### config.mk
export PLATFORM = sky130hd
export DESIGN_NAME = fetch_unit_flat
export DESIGN_NICKNAME = d
export VERILOG_FILES = /design/src/rtl/fetch_unit_if.sv /design/src/rtl/fetch_unit.sv /design/src/flat_wrapper.sv
export SDC_FILE = /design/constraint.sdc
export NUM_CORES = 1
export LEC_CHECK = 0
export CORE_MARGIN = 2
export CORE_UTILIZATION = 45
export DETAILED_ROUTE_END_ITERATION = 8
export GPL_TIMING_DRIVEN = 0
export HOLD_SLACK_MARGIN = 0.08
export PLACE_DENSITY = 0.79
export SLEW_MARGIN = 20
export SYNTH_ARGS = -nofsm -noshare
export SYNTH_HDL_FRONTEND = slang
export SYNTH_SLANG_ARGS = --single-unit
### constraint.sdc
create_clock -name clk -period 2.4 [get_ports clk]
set_input_delay 0.48 -clock clk [delete_from_list [all_inputs] [get_ports clk]]
set_output_delay 0.48 -clock clk [all_outputs]
set_load 0.02 [all_outputs]
### src/rtl/fetch_unit_if.sv
// Fetch-stage handshake bundle: instruction-memory request/response channels
// plus the valid/ready instruction hand-off toward the core.
interface fetch_unit_if #(
    parameter int XLEN = 32
);
    // Instruction memory request (valid/ready) and response (valid only)
    logic            imem_req_valid;
    logic            imem_req_ready;
    logic [XLEN-1:0] imem_addr;
    logic            imem_rsp_valid;
    logic [31:0]     imem_rsp_data;

    // Instruction hand-off toward control unit / register file / immgen
    logic            instr_valid;
    logic            instr_ready;
    logic [31:0]     instruction;
    logic [XLEN-1:0] pc;

    // Fetch unit side
    modport master (
        output imem_req_valid, imem_addr,
        input  imem_req_ready, imem_rsp_valid, imem_rsp_data,
        output instr_valid, instruction, pc,
        input  instr_ready
    );

    // Memory / core side
    modport slave (
        input  imem_req_valid, imem_addr,
        output imem_req_ready, imem_rsp_valid, imem_rsp_data,
        input  instr_valid, instruction, pc,
        output instr_ready
    );
endinterface

### src/rtl/fetch_unit.sv
// Instruction fetch stage: owns the PC, issues one word read at a time and
// holds the fetched instruction until the core retires it.
module fetch_unit #(
    parameter int              XLEN     = 32,
    parameter logic [XLEN-1:0] RESET_PC = '0,
    parameter int              CNT_W    = 32
) (
    input  logic              clk,
    input  logic              arst_n,
    fetch_unit_if.master      bus,
    input  logic              pc_write,
    input  logic              pc_sel,
    input  logic [XLEN-1:0]   branch_target,
    output logic              misalign_err,
    output logic [CNT_W-1:0]  retire_cnt
);

    localparam logic [31:0] NOP = 32'h0000_0013;

    typedef enum logic [1:0] {
        IDLE,
        REQ,
        WAIT,
        HOLD
    } state_t;

    state_t            state_q, state_d;
    logic              req_valid_q, req_valid_d;
    logic              instr_valid_q, instr_valid_d;
    logic [31:0]       instr_q, instr_d;
    logic [XLEN-1:0]   pc_q, pc_d;
    logic              misalign_q, misalign_d;
    logic [CNT_W-1:0]  cnt_q, cnt_d;

    logic              retire;

    assign retire = instr_valid_q && bus.instr_ready;

    // Next-state and next-output computation for the fetch FSM
    always_comb begin
        // NOTE: every signal gets a default first so no path leaves it unassigned (no latches).
        state_d       = state_q;
        req_valid_d   = req_valid_q;
        instr_valid_d = instr_valid_q;
        instr_d       = instr_q;
        pc_d          = pc_q;
        misalign_d    = 1'b0;
        cnt_d         = cnt_q;

        case (state_q)
            IDLE: begin
                state_d     = REQ;
                req_valid_d = 1'b1;
            end
            REQ: begin
                // Address is pc_q, which cannot change here, so it is stable while stalled
                if (req_valid_q && bus.imem_req_ready) begin
                    state_d     = WAIT;
                    req_valid_d = 1'b0;
                end
            end
            WAIT: begin
                if (bus.imem_rsp_valid) begin
                    state_d       = HOLD;
                    instr_d       = bus.imem_rsp_data;
                    instr_valid_d = 1'b1;
                end
            end
            HOLD: begin
                if (retire) begin
                    state_d       = REQ;
                    req_valid_d   = 1'b1;
                    instr_valid_d = 1'b0;
                    cnt_d         = cnt_q + CNT_W'(1);
                    // pc_write=0 leaves pc alone so the same address is refetched
                    if (pc_write) begin
                        if (pc_sel) begin
                            pc_d       = {branch_target[XLEN-1:2], 2'b00};
                            misalign_d = (branch_target[1:0] != 2'b00);
                        end else begin
                            pc_d = pc_q + XLEN'(4);
                        end
                    end
                end
            end
            default: begin
                state_d     = IDLE;
                req_valid_d = 1'b0;
            end
        endcase
    end

    // Register FSM state and all outputs; reset discards any transaction in flight
    always_ff @(posedge clk or negedge arst_n) begin
        if (!arst_n) begin
            // NOTE: every flop, including the instruction register, has an explicit reset value.
            state_q       <= IDLE;
            req_valid_q   <= 1'b0;
            instr_valid_q <= 1'b0;
            instr_q       <= NOP;
            pc_q          <= RESET_PC;
            misalign_q    <= 1'b0;
            cnt_q         <= '0;
        end else begin
            // NOTE: sequential state uses non-blocking assignments so all flops update together.
            state_q       <= state_d;
            req_valid_q   <= req_valid_d;
            instr_valid_q <= instr_valid_d;
            instr_q       <= instr_d;
            pc_q          <= pc_d;
            misalign_q    <= misalign_d;
            cnt_q         <= cnt_d;
        end
    end

    assign bus.imem_req_valid = req_valid_q;
    assign bus.imem_addr      = pc_q;
    assign bus.instr_valid    = instr_valid_q;
    assign bus.instruction    = instr_q;
    assign bus.pc             = pc_q;
    assign misalign_err       = misalign_q;
    assign retire_cnt         = cnt_q;

endmodule

### src/flat_wrapper.sv
// flat-port wrapper written by rule: the top's interface ports become plain ports
module fetch_unit_flat 
#(
    parameter int              XLEN     = 32,
    parameter logic [XLEN-1:0] RESET_PC = '0,
    parameter int              CNT_W    = 32
)
  (clk, arst_n, pc_write, pc_sel, branch_target, misalign_err, retire_cnt, bus_imem_req_valid, bus_imem_addr, bus_imem_req_ready, bus_imem_rsp_valid, bus_imem_rsp_data, bus_instr_valid, bus_instruction, bus_pc, bus_instr_ready);
  fetch_unit_if #(.XLEN(XLEN)) bus_i ();
  input  logic clk;
  input  logic arst_n;
  input  logic pc_write;
  input  logic pc_sel;
  input  logic [XLEN-1:0] branch_target;
  output logic misalign_err;
  output logic [CNT_W-1:0] retire_cnt;
  output wire logic [$bits(bus_i.imem_req_valid)-1:0] bus_imem_req_valid;
  output wire logic [$bits(bus_i.imem_addr)-1:0] bus_imem_addr;
  input wire logic [$bits(bus_i.imem_req_ready)-1:0] bus_imem_req_ready;
  input wire logic [$bits(bus_i.imem_rsp_valid)-1:0] bus_imem_rsp_valid;
  input wire logic [$bits(bus_i.imem_rsp_data)-1:0] bus_imem_rsp_data;
  output wire logic [$bits(bus_i.instr_valid)-1:0] bus_instr_valid;
  output wire logic [$bits(bus_i.instruction)-1:0] bus_instruction;
  output wire logic [$bits(bus_i.pc)-1:0] bus_pc;
  input wire logic [$bits(bus_i.instr_ready)-1:0] bus_instr_ready;
  assign bus_imem_req_valid = bus_i.imem_req_valid;
  assign bus_imem_addr = bus_i.imem_addr;
  assign bus_i.imem_req_ready = bus_imem_req_ready;
  assign bus_i.imem_rsp_valid = bus_imem_rsp_valid;
  assign bus_i.imem_rsp_data = bus_imem_rsp_data;
  assign bus_instr_valid = bus_i.instr_valid;
  assign bus_instruction = bus_i.instruction;
  assign bus_pc = bus_i.pc;
  assign bus_i.instr_ready = bus_instr_ready;
  fetch_unit #(.XLEN(XLEN), .RESET_PC(RESET_PC), .CNT_W(CNT_W)) u_core (.clk(clk), .arst_n(arst_n), .bus(bus_i), .pc_write(pc_write), .pc_sel(pc_sel), .branch_target(branch_target), .misalign_err(misalign_err), .retire_cnt(retire_cnt));
endmodule
* Yosys cells after proc, flatten, opt, wreduce, memory -nomap -nowiden
Index checks and enable logic that the tools add are counted.
** Word-level totals
- Input bits :: 71
- Output and inout bits :: 131
- Flip-flop bits (word level) :: 101
** Operators by class
- Add/subtract/negate cells :: 2
- Reduce and logical (&&, ||, !) cells :: 12
- Multiplexer cells :: 15
- Eq/ne operators :: 6
** Operator list (number)
- 32-bit by 1-bit adder with 32-bit output (second input constant) :: 1
- 32-bit by 3-bit adder with 32-bit output (second input constant) :: 1
- 32-bit two-way mux :: 1
- 3-bit AND reduction :: 4
- 1-bit two-way mux :: 8
- 2-bit case mux with 4 select lines :: 1
- 2-bit two-way mux :: 3
- 2-bit equality test (second input constant) :: 2
- 2-bit by 1-bit inequality test with 1-bit output (second input constant) :: 2
- 2-bit AND reduction :: 2
- 2-bit nonzero test :: 2
- 1-bit case mux with 3 select lines :: 1
- 3-bit nonzero test :: 1
- 2-bit by 1-bit equality test with 1-bit output (second input constant) :: 1
- 1-bit logical AND :: 2
- 2-bit logical NOT :: 1
- 2-bit inequality test (second input constant) :: 1
- 1-bit case mux with 2 select lines :: 1

* Depth between registers and ports, before layout
- Depth in word-level cells :: 5
- Mapped depth :: 8
- Gate-level depth less buffers :: 5

* Least setup slack after synthesis
No wires, ideal clock.
- Kind :: reg2reg
- From :: register u_core.pc_q[13], in the netlist u_core.bus.imem_addr[13]
- To :: register u_core.pc_q[31], in the netlist u_core.bus.imem_addr[31]
- Setup time :: 0.087 ns
- Data required time :: 2.313 ns
- Data arrival time :: 1.872 ns
- Cell stages (with the launch flop) :: 6
- Buffers on the path :: 1
- Setup slack :: 0.441 ns
- Cell sequence :: dfrtp_1 buf_4 nand4_4 or4_4 or4_1 o211ai_1
** Between the ends
- Word-level cells in the longest chain between the ends :: 2
** RTL lines
- start: declaration :: line fetch_unit.sv:31 : logic [XLEN-1:0] pc_q, pc_d;
- start signal: assignment :: line fetch_unit.sv:110 : pc_q <= pc_d;
- 32-bit by 3-bit adder with 32-bit output :: line fetch_unit.sv:81 : pc_d = pc_q + XLEN'(4);
- 32-bit two-way mux :: line fetch_unit.sv:77 : if (pc_sel) begin
Every way passes these cells.
A chain may end at the register's enable or synchronous reset.

* Worst setup path after layout
- From :: input bus_instr_ready
- To :: register u_core.pc_q[24], in the netlist u_core.bus.imem_addr[24]
** Between the ends
- Word-level cells in the longest chain between the ends :: 2
** RTL lines
- start: declaration :: line flat_wrapper.sv:25 : input wire logic [$bits(bus_i.instr_ready)-1:0] bus_instr_ready;
- 1-bit logical AND :: line fetch_unit.sv:37 : assign retire = instr_valid_q && bus.instr_ready;
- 3-bit AND reduction (no source line)
Every way passes these cells.

==> results.md <==
- 1st-pass router iterations: 5
- Status: complete, no violations
- Total Power: about 3.4 mW
- GRT Total Usage: 0.256
- RSZ-0062 raised after global routing: false
- Power Density: roughly 440 nW/µm²
- Clock Skew: around 0.011 ns
- HPWL after DPL: 11700 µm
- Setup CP Type: primary input to register
- Crit-path max cell delay: around 0.60 ns
- Switching Fraction: 0.211
- Initial Utilization: 0.462
- Clk network pwr share: 0.449
- Routed len/inst: approximately 18 µm
- Postcts setup bufs: 0
- Overflow after GRT: 0
- Crit path DAT: around 2.5 ns
- CP Max Fanout: 10
- DRC Markers: 0
- CP required: 2.68 ns
- Sequential power share: 0.488
- Total wire length: approximately 16000 µm
- # port buffers: about 200
- Die area: 12600 µm²
- Final hold vios: 0
- Routability Congestion: 0.979
- Antenna Violating Nets Remaining: 0
- CTS tree: done
- Synthesized flop and latch total: just under 100
- Share of the synthesized area in the top cell type: 0.455
- H-tree depth: 3
- Fin area: slightly below 8000 µm²
- Worst vdd ir: about 0.00065 V
- Int Pwr: ~2.7 mW
- M1 wire length: around 6400 µm
- Top FF cell, synth: dfrtp_1
- Synth area leader: dfrtp_1
- Rows: 39
- Top post-synthesis cells by area: dfrtp_1, mux2_2, buf_4, xnor2_1, nand3_1
- Fin crit share: 0.928
- Initial antenna violation count: 0
- CTS sink cnt: 99
- DRT iter0 DRCs: 356
- CTS Buf Count: 9
- Top delay family on crit path: buffers and inverters
- Relative slew slack: 0.414
- Syn_area_per_cell: 10.2 µm²
- Synthesized cell area: 5280 µm²
- Met2 WL: 7660 µm
- Antenna diodes: 0
- Placed instance area: about 7500 µm²
- Combinational share of power: 0.063
- Register clock-pin slew on the reported worst setup and hold paths: around 0.06 ns
- First-pass GRT wire length: 25900 µm
- Kind of end point of the critical path: register
- CP Buf/Inv Count: 4
- Netlist cell types: 53
- Ys Warns: 0
- Area Overhead vs Synth: 47.8%
- Max cap viols: 0
- FFs w/ async S/R, synth: 1.00
- Final slew viol count: 0
- Clock Tree Buf Depth: 2
- Root buffer cell: clkbuf_16
- Clk Latency, worst-skew pair: ~0.36 ns
- Critical-path cell list: clkdlybuf4s50_1 -> and4_1 -> clkbuf_1 -> buf_2 -> clkbuf_2 -> nand3_1 -> nand4_1
- EDFF count, synth: 0
- I/O Pins: roughly 200
- Number of global-route vias before repair: a little over 5000
- Seq/Total Area, Yosys: 0.470
- Top sig layer: met4
- Achievable frequency: approximately 450 MHz
- Net switching power: ~720 µW
- Layout cells sized above 1: 0.139
- DR vias: just over 5000
- Die Y: about 110 µm
- Largest net degree at the start of global routing: 71
- Met3 wire len: around 1400 µm
- Final setup fails: 0
- Worst path slowest cell: clkdlybuf4s50_1
- Crit start category: primary input
- Post-DR vias/cell: between 5 and 6
- Final net count: roughly 800
- Synth cell count leaders: dfrtp_1, nand3_1, buf_4, mux2_2, nand2_1
- Core footprint: 11400 µm²
- Worst Tran Pin Value: roughly 0.87 ns
- Min Tclk post-route: about 2.2 ns
- Die width: roughly 110 µm
- Leakage Power: approximately 3.4 nW
- Fillers: just over 900
- Most frequent cell after synthesis: dfrtp_1
- Post-synthesis instance total: ~520
- Tightest Hold Check Type: register to register
-- metrics by stage --
step	hold WS (ns)	util	std cells	TNS, ns	worst slack [ns]
after global placement	0.458	0.652	862	-283.41	-2.86
final	0.470	0.683	879	0	0.173
after detailed placement	0.376	0.654	863	-4.92	-0.305
after CTS	0.474	0.682	879	0	0.0608
after global routing	0.496	0.683	879	0	0.0318
after floorplan	0.184	-	522	0	0.441
-- routing by layer --
layer,vias up,GRT usage
li1,2309,-
met1,2429,0.329
met2,271,0.409
met3,37,0.0832
met4,0,0.0886
met5,-,0
-- cells by family after synthesis --
| group | Yosys count | share of synthesized area |
|---|---|---|
| other | 1 | 0.000711 |
| xor gates and xnor gates | 31 | 0.0514 |
| AOI/OAI and AO/OA | 83 | 0.102 |
| DFF | 99 | 0.470 |
| adders and majority gates | 6 | 0.0142 |
| buffers and inverters | 73 | 0.0775 |
| muxes | 36 | 0.0761 |
| and+or+nand+nor | 190 | 0.208 |
-- cell usage in the layout (no fill, tap or decap), drive strengths merged, types with 11 or more instances in the layout --
master         netlist  layout
clkdlybuf4s50        0     196
nand3               41      41
xnor2               26      26
dfrtp               96      96
nor2                17      17
o21ai               21      21
inv                 11      11
nand2               31      31
nand4               29      29
nor4                12      12
buf                 43      44
a21oi               21      21
and3                19      19
nor3                14      14
mux2                33      33
clkbuf              19      30
-- worst register-to-register path, delay by kind of cell (launching register included) --
kind / cells / cell delay (ns)
flip-flops: 1 / 0.41
adder cells (fa/ha/maj): 1 / 0.16
buffers and inverters: 4 / 1.10
AND/OR/NAND/NOR: 3 / 0.46
-- power groups by stage --
stage / Sequential (mW) / Clock [mW] / Combinational (mW)
floorplan: 1.70 / 0 / 0.0431
global placement: 1.70 / 0 / 0.206
detailed placement: 1.70 / 0 / 0.215
CTS: 1.67 / 1.57 / 0.218
global route: 1.67 / 1.63 / 0.234
finish: 1.67 / 1.53 / 0.217
-- final cells by class --
type / count / area [µm²] / area share
Sequential cell: 99 / 2480 / 0.318
Multi-Input combinational cell: 350 / 2400 / 0.308
Buffer: 62 / 373 / 0.0478
Tap cell: 143 / 179 / 0.0229
Inverter: 11 / 41.3 / 0.00529
Clock buffer: 10 / 229 / 0.0294
Timing Repair Buffer: 199 / 2010 / 0.258
Clock inverter: 5 / 80.1 / 0.0103
-- timing repair --
item	in CTS	in global routing
endpoints found under the hold margin	26	0
hold buffers	1	0
setup endpoints to repair	0	23
gates resized for setup	0	8
-- sequential cells by signal, summed over array words and instances (netlist names) --
name and count:
u_core.misalign_err 1, u_core.state_q 2, u_core.bus.instr_valid 1, u_core.retire_cnt 32, u_core.bus.imem_req_valid 1, u_core.bus.imem_addr 30, u_core.bus.instruction 32
-- path summary, 6_finish.rpt --
check	start	endpoint	slack, ns	cells past startpoint
worst max-delay path	bus_instr_ready	u_core.bus.imem_addr[24]$_DFFE_PN0P_	0.17	7
worst min-delay path	u_core.retire_cnt[31]$_DFFE_PN0P_	u_core.retire_cnt[31]$_DFFE_PN0P_	0.47	1
worst max register to register	u_core.state_q[1]$_DFFE_PN0P_	u_core.bus.imem_addr[24]$_DFFE_PN0P_	0.20	8
max in group asynchronous	arst_n	u_core.bus.imem_addr[5]$_DFFE_PN0P_	1.17	3
min in group asynchronous	arst_n	u_core.retire_cnt[4]$_DFFE_PN0P_	0.57	2
worst min register to register	u_core.retire_cnt[31]$_DFFE_PN0P_	u_core.retire_cnt[31]$_DFFE_PN0P_	0.47	1
Power figures use the tool's default switching activity.
